===== src/rtl/prod_pkg.sv =====
// Shared types and sizing for the product-RAM readout sequencer.
// Optional build macro used by the consumers of this package: PROD_PEAK_TRACK_EN.
package prod_pkg;

  localparam int DEPTH  = 16;
  localparam int ADDR_W = $clog2(DEPTH);
  localparam int DATA_W = 16;
  // Width chosen so DEPTH full-scale products can never overflow.
  localparam int ACC_W  = DATA_W + ADDR_W;

  typedef enum logic [2:0] {
    IDLE,
    RD,
    CAP,
    SEND,
    DONE
  } prod_state_t;

endpackage


===== src/rtl/prod_readout_seq.sv =====
// Product-RAM readout sequencer: scans every product address once per start,
// streams each word over valid/ready and reports the accumulated dot product.
// Optional build macro: PROD_PEAK_TRACK_EN adds peak_out/peak_addr tracking.
module prod_readout_seq
  import prod_pkg::*;
(
  input  logic              clk,
  input  logic              reset,
  input  logic              start,
  output logic              busy,
  output logic              ram_rd_en,
  output logic [ADDR_W-1:0] ram_addr,
  input  logic [DATA_W-1:0] ram_data,
  output logic [DATA_W-1:0] out_data,
  output logic              out_valid,
  input  logic              out_ready,
  output logic              out_last,
  output logic [ACC_W-1:0]  sum_out,
  output logic              sum_valid,
`ifdef PROD_PEAK_TRACK_EN
  output logic [DATA_W-1:0] peak_out,
  output logic [ADDR_W-1:0] peak_addr,
`endif
  output logic              done
);

  prod_state_t       state;
  logic [ADDR_W-1:0] addr;
  logic [ACC_W-1:0]  acc;
  logic [DATA_W-1:0] data_reg;
  logic              last_addr;
  logic              handshake;

  assign last_addr = (addr == ADDR_W'(DEPTH - 1));
  assign handshake = (state == SEND) && out_ready;

  // Sequencer FSM, address counter, accumulator and output word register.
  // NOTE: every register here uses <= so all updates in a cycle see the
  // pre-edge values (e.g. acc and data_reg both consume this cycle's ram_data).
  always_ff @(posedge clk) begin
    if (reset) begin
      state    <= IDLE;
      addr     <= '0;
      acc      <= '0;
      data_reg <= '0;
      sum_out  <= '0;
    end else begin
      case (state)
        IDLE: begin
          if (start) begin
            addr  <= '0;
            acc   <= '0;
            state <= RD;
          end
        end
        RD:   state <= CAP;
        CAP: begin
          data_reg <= ram_data;
          acc      <= acc + ACC_W'(ram_data);
          state    <= SEND;
        end
        SEND: begin
          if (out_ready) begin
            if (last_addr) begin
              // Latch the total on the final handshake so sum_out already
              // carries the new value during the DONE/sum_valid pulse.
              sum_out <= acc;
              state   <= DONE;
            end else begin
              addr  <= addr + 1'b1;
              state <= RD;
            end
          end
        end
        DONE:    state <= IDLE;
        default: state <= IDLE;
      endcase
    end
  end

`ifdef PROD_PEAK_TRACK_EN
  logic [DATA_W-1:0] peak_run;
  logic [ADDR_W-1:0] peak_addr_run;

  // Running maximum over the scan; strict compare keeps the earliest address on ties.
  always_ff @(posedge clk) begin
    if (reset) begin
      peak_run      <= '0;
      peak_addr_run <= '0;
      peak_out      <= '0;
      peak_addr     <= '0;
    end else if ((state == IDLE) && start) begin
      peak_run      <= '0;
      peak_addr_run <= '0;
      peak_out      <= '0;
      peak_addr     <= '0;
    end else if ((state == CAP) && (ram_data > peak_run)) begin
      peak_run      <= ram_data;
      peak_addr_run <= addr;
    end else if (handshake && last_addr) begin
      peak_out  <= peak_run;
      peak_addr <= peak_addr_run;
    end
  end
`endif

  // Outputs are decoded from state; ram_addr follows addr, which only moves
  // on entry to RD, so it holds its last value everywhere else.
  assign busy      = (state != IDLE);
  assign ram_rd_en = (state == RD);
  assign ram_addr  = addr;
  assign out_valid = (state == SEND);
  assign out_data  = data_reg;
  assign out_last  = (state == SEND) && last_addr;
  assign sum_valid = (state == DONE);
  assign done      = (state == DONE);

endmodule


===== config.mk =====
export PLATFORM = sky130hd
export DESIGN_NAME = prod_readout_seq
export DESIGN_NICKNAME = d
export VERILOG_FILES = /design/src/rtl/prod_pkg.sv /design/src/rtl/prod_readout_seq.sv
export SDC_FILE = /design/constraint.sdc
export NUM_CORES = 1
export LEC_CHECK = 0
export BUFFER_PORTS_ARGS = -buffer_cell sky130_fd_sc_hd__buf_2
export CORE_MARGIN = 3
export CORE_UTILIZATION = 55
export DETAILED_ROUTE_END_ITERATION = 8
export HOLD_SLACK_MARGIN = 0.03
export PLACE_DENSITY = 0.78
export SLEW_MARGIN = 40
export SYNTH_ARGS = -nofsm -noshare
export SYNTH_HDL_FRONTEND = slang
export SYNTH_SLANG_ARGS = --single-unit

===== constraint.sdc =====
create_clock -name clk -period 5.2 [get_ports clk]
set_input_delay 1.04 -clock clk [delete_from_list [all_inputs] [get_ports clk]]
set_output_delay 1.04 -clock clk [all_outputs]
set_load 0.02 [all_outputs]

==> results.yml, run 1 <==
status:
  status: "finished, final reports clean"
clock_tree:
  cts_tree: "done"
  path_clk_slew_ps: 70
  post_cts_buffers: 0
  clockBufferDepth: 2
  cts-buffers-inserted: 9
  h-tree-depth: 3
  cts.sinks: 63
  cts_hold_buffers: 0
  clk_latency_ps: 340
  post_cts_resized: 0
  cts-root-buf: "clkbuf_8"
worst_setup_path:
  critPathMaxStageDelay_ps: 410
  worstPathMaxFanout: 4
  r2r.worst_path.cells: 7
  path_class: "input port to flop"
  crit_chain: "buf_2 > ha_1 > fa_1 > a21o_1 > a221oi_2 > o21ba_2 > o31ai_4 > a32o_1"
  slowest_stage: "a221oi_2"
  end_kind: "flop"
  cp_data_arrival_time_ps: 2940
  ff2ff_setup_slack_ps: 2990
  r2r-end: "acc[18]"
  reg2reg_from: "acc[0]"
  crit_start: "ram_data[0]"
  required_ps: 5430
  cp-start-kind: "input port"
placement:
  hpwlAfterDp_um: 5250
  place.gp.congestion: 0.946
  io_buffers: 65
layout:
  synthToLayoutAreaGrowth_pct: 17.5
  nFillCells: 453
  fin_nets: 483
  antennaDiodeCount: 0
  mostFrequentLayoutCell: "nand2_1"
  drive_gt1_share_pct: 21.2
  layout_common_cells: "nand2_1, buf_2, dfxtp_1"
  finish.utilization_pct: 69.5
yosys:
  async_reset_ff_share_pct: 0
  ys_types: 51
  synth_area_mm2: 0.00315
  synth-simple-area-share_pct: 23.3
  muxShareOfSynthArea_pct: 0.635
  synth-seq-cells: 63
  synth_area_per_cell_um2: 8.11
  ys.flop_type: "dfxtp_1"
  synth_top_family_by_area: "simple AND/OR/NAND/NOR gates"
  ys_warn_count: 0
  synth_nets: 427
  synth_xor_area_share_pct: 3.89
  synth-edff-count: 0
  yosys.area_share.adder_pct: 7.38
  seq_area_frac_synth_pct: 40.0
  synth_compound_area_share_pct: 21.1
  syn_inst: 389
global_route:
  gr-total-overflow: 0
  antenna_found_initial: 0
  grt_pass1_vias: 2651
  gr-usage-all-layers_pct: 24.0
  grt_max_degree: 38
  grt_first_pass_wirelength_um: 12300
sta:
  hold_ws_ps: 452
  period_minus_slack_ps: 2710
  worst_slew_pin_slew_ps: 781
  timing_hold_violations_final: 0
  finalSetupViolCount: 0
  rsz0062_at_grt: "false"
  drv_slew: 0
  fmax_mhz: 369
  period_share_pct: 52.1
  fin_skew_ps: 11.4
  finalSetupTns_ps: 0
  relSlewSlack_pct: 47.8
detailed_routing:
  drtIter0Drc: 130
  routedWlPerCell_um: 14.5
  finalWirelength_um: 7510
  via_per_inst: 5.64
  ant_nets: 0
  dr.pass1.iters: 4
  via_count: 2929
  drc_errors: 0
power_and_ir_drop:
  finalPower_w: 0.00120
  ir_drop_v: 0.000189
  p_leak_nw: 1.57
  p_per_area_mw_per_mm2: 324
min_path:
  whs_path_depth: 2
  min_to: "sum_out[17]"
  hp-start: "sum_out[17]"
  hold_class: "flop to flop"
floorplanning:
  initial_core_util_pct: 59.1
  rows: 26
  die_area_mm2: 0.00668
  fp.dieH_um: 81.7
  core_mm2: 0.00534
  fp.dieW_um: 81.7
  io_pins: 66
flow_run:
  maxCapViolations: 0
[cells in the mapped netlist, types with 2 or more instances]
cell type | n | area (µm²)
a211oi_2 | 2 | 25.0
a21o_1 | 3 | 22.5
a21oi_1 | 53 | 265
a22oi_1 | 7 | 52.6
and2_1 | 4 | 25.0
and3_1 | 2 | 12.5
buf_1 | 3 | 11.3
buf_2 | 6 | 30.0
buf_4 | 2 | 15.0
clkbuf_1 | 9 | 33.8
dfxtp_1 | 63 | 1260
ha_1 | 17 | 213
inv_1 | 3 | 11.3
mux2i_1 | 2 | 20.0
nand2_1 | 94 | 353
nand2b_1 | 3 | 18.8
nand3_1 | 8 | 40.0
nand3b_1 | 2 | 15.0
nand4_1 | 7 | 43.8
nor2_1 | 27 | 101
nor2b_1 | 2 | 12.5
nor3_1 | 5 | 25.0
nor3b_1 | 3 | 22.5
o211a_1 | 2 | 20.0
o211ai_1 | 2 | 15.0
o21ai_0 | 14 | 70.1
o21ai_1 | 4 | 20.0
o31ai_1 | 4 | 30.0
o41ai_2 | 2 | 32.5
xnor2_1 | 11 | 96.3
xor2_1 | 3 | 26.3
[how the worst max path moves through the flow]
stage                     endpoint  slack (ps)  cells after the start
final                      acc[18]        2490                      8
after global routing       acc[16]        2370                      9
after CTS                  acc[18]        2500                      8
after detailed placement   acc[18]        2130                      8
after global placement     acc[18]        2200                      8
after floorplan            acc[18]        2410                      7
[where the power goes]
part / switching [W] / internal, W
combinational: 0.000122 / 0.0000711
clock: 0.000185 / 0.000306
sequential: 0.0000169 / 0.000501
total: 0.000323 / 0.000878
[area by class of cell]
cell class	instances	area [µm²]	share of cell area, %
repair buffers	67	340	9.18
inverters	3	11.3	0.304
clock inverters	3	65.1	1.76
clock buffers	12	165	4.46
multi-input cells	301	1780	47.9
flip-flops and latches	63	1260	34.0
well taps	70	87.6	2.36
[flip-flops by register name, indices dropped and copies added, names as in the netlist]
signal,cells
sum_out,20
acc,20
ram_addr,4
out_data,16
state,3
[per-stage QoR]
stage               instance area, µm²  setup WS, ps  instances
global placement                  3480          2200        504
floorplan                         3150          2410        389
detailed placement                3480          2130        504
CTS                               3710          2500        519
global route                      3710          2370        519
finish                            3710          2490        519
[routing by layer]
layer	wire length, µm	vias up	global-route usage [%]
met2	3540	90	39.7
met4	73	0	8.80
met1	3420	1360	30.3
met3	478	7	5.81
li1	-	1472	-
met5	0	-	0
[kinds of logic (layout without fill, tap and decap cells)]
family,Yosys count,after routing
compound gates,103,103
xor+xnor,14,14
fa+ha+maj,18,18
buf+inv,25,85
flops,63,63
mux,2,2
simple gates,164,164
[critical path, delay by kind of cell]
family                     cells  cell delay (ps)
adders and majority gates      2              620
buffers and inverters          1              110
AOI/OAI and AO/OA              5             1160
Note: power is estimated with default switching activity, not from simulation.
==> inputs of run 2 (changes only) <==
ABC_AREA = 1   (was default)
clock period = 2.6 ns   (was 5.2 ns; I/O delays follow)
==> run 2 against run 1 <==
Effect of this change:
- register-to-register slack got worse by 2300 ps
- core utilization fell by 0.23 points
- non-clock buffer count rose by 1
- worst hold slack got worse by 30 ps
- critical path depth fell by 3
- global-route usage rose by 0.74 points
- design area rose by 7.3%
- via count rose by 14%
- critical endpoint is now out_last
==> results.yml, run 2 <==
layout:
  final_cells: 643
  drive_gt1_share_pct: 17.5
  finish.utilization_pct: 69.2
  mostFrequentLayoutCell: "nand2_1"
  synthToLayoutAreaGrowth_pct: 17.1
  fin_nets: 604
  final_area_mm2: 0.00398
  layout_common_cells: "nand2_1, nor2_1, buf_2"
  antennaDiodeCount: 0
placement:
  place.gp.congestion: 0.941
  placed_area_mm2: 0.00375
  place_inst: 627
  io_buffers: 65
  hpwlAfterDp_um: 6090
yosys:
  ys_warn_count: 0
  netlist.area_leader.share_pct: 37.1
  ys_types: 34
  yosysMostFrequentCell: "nand2_1"
  ys.flop_type: "dfxtp_1"
  synth_area_per_cell_um2: 6.75
  synth-simple-area-share_pct: 33.6
  synth-edff-count: 0
  synth_xor_area_share_pct: 0.258
  syn_inst: 503
  async_reset_ff_share_pct: 0
  synth_nets: 541
  synth_compound_area_share_pct: 13.2
  synth_top_family_by_area: "simple AND/OR/NAND/NOR gates"
  synth-seq-cells: 63
  synth_top_area_cell: "dfxtp_1"
  yosys.area_share.adder_pct: 6.85
  synth_common_cells: "nand2_1, nor2_1, dfxtp_1"
  synthTopCellsByArea: "dfxtp_1, nand2_1, nor2_1"
  muxShareOfSynthArea_pct: 0
  synth_area_mm2: 0.00340
  seq_area_frac_synth_pct: 37.1
worst_setup_path:
  crit_chain: "ha_1 > nand3_1 > or2_4 > inv_1 > buf_2"
  slowest_stage: "dfxtp_1"
  path_class: "flop to output pin"
  cp-start-kind: "flop"
  cp_data_arrival_time_ps: 1580
  end_kind: "output pin"
  required_ps: 2080
  worstPathMaxFanout: 5
  critPathMaxStageDelay_ps: 380
power_and_ir_drop:
  p_switching_w: 0.000786
  ir_drop_v: 0.000457
  p_per_area_mw_per_mm2: 638
  p_leak_nw: 2.14
  power_frac_clock_pct: 39.1
  combPwrFrac_pct: 19.2
  pwr-share-seq_pct: 41.8
  finalPower_w: 0.00254
  p_int_w: 0.00175
  swShare_pct: 31.0
floorplanning:
  core_mm2: 0.00574
  rows: 27
  io_pins: 66
  die_area_mm2: 0.00715
  fp.dieH_um: 84.6
  initial_core_util_pct: 59.1
  fp.dieW_um: 84.6
clock_tree:
  clockBufferDepth: 2
  cts-buffers-inserted: 9
  cts.sinks: 63
  h-tree-depth: 3
  path_clk_slew_ps: 70
  cts_tree: "done"
  cts-root-buf: "clkbuf_8"
  post_cts_buffers: 0
  post_cts_resized: 0
  cts_hold_buffers: 0
  clk_latency_ps: 340
sta:
  finalSetupTns_ps: 0
  fin_skew_ps: 5.75
  worst_slew_pin_slew_ps: 468
  drv_slew: 0
  rsz0062_at_grt: "false"
  timing_hold_violations_final: 0
  relSlewSlack_pct: 68.8
  finalSetupViolCount: 0
  period_minus_slack_ps: 2100
  period_share_pct: 80.7
  fmax_mhz: 476
min_path:
  hold_class: "input port to flop"
detailed_routing:
  routedWlPerCell_um: 13.0
  finalWirelength_um: 8360
  dr.pass1.iters: 4
  drtIter0Drc: 191
  via_per_inst: 5.19
  drc_errors: 0
  ant_nets: 0
  via_count: 3335
status:
  status: "finished, final reports clean"
global_route:
  grt_max_degree: 28
  gr-usage-all-layers_pct: 24.8
  grt_pass1_vias: 3233
  gr-total-overflow: 0
  antenna_found_initial: 0
  grt_first_pass_wirelength_um: 14500
flow_run:
  maxCapViolations: 0
-- run 2: layout make-up --
cell class	instances	area [µm²]
fill	529	1770
tap	72	90.1
sequential	63	1260
inverter	53	201
multi-input combinational	371	1830
timing repair buffer	68	360
clock inverter	6	92.6
clock buffer	10	138
-- run 2: logic make-up (layout without fill, tap and decap cells) --
logic type / Yosys count / in the layout
and+or+nand+nor: 266 / 266
xor gates and xnor gates: 1 / 1
buffers and inverters: 69 / 137
DFF: 63 / 63
AOI/OAI and AO/OA: 86 / 86
adders and majority gates: 18 / 18
-- run 2: worst paths after layout --
check	start	to	slack (ps)	cells past startpoint
max	ram_addr[0]	out_last	500	5
max reg2reg	acc[0]	acc[8]	730	9
min reg2reg	acc[19]	sum_out[19]	490	2
min	ram_data[3]	out_data[3]	420	3
-- run 2: stage by stage --
| stage | worst slack, ps | hold WS [ps] |
|---|---|---|
| floorplan | 648 | 445 |
| global placement | 455 | 463 |
| detailed placement | 423 | 469 |
| CTS | 489 | 412 |
| global route | 379 | 432 |
| finish | 501 | 422 |
-- run 2: critical path: cells and delay by family (launching register included) --
family,cells,cell delay [ps]
fa+ha+maj,1,200
flops,1,380
buf+inv,2,200
simple gates,2,460
-- run 2: layer usage --
layer  vias up  part of all wire, %  GRT usage [%]  wire [µm]
met4         0                  3.1           11.9        257
met2       103                   47           40.8       3900
li1       1734                    -              -          -
met5         -                    0              0          0
met1      1477                   44           31.5       3710
met3        21                  5.8           3.93        487
-- run 2: power by group through the flow --
stage	Clock, W	Combinational, W	Sequential [W]
floorplan	0	0.000316	0.00111
global placement	0	0.000476	0.00108
detailed placement	0	0.000485	0.00108
CTS	0.00101	0.000487	0.00106
global route	0.00105	0.000548	0.00107
finish	0.000991	0.000486	0.00106
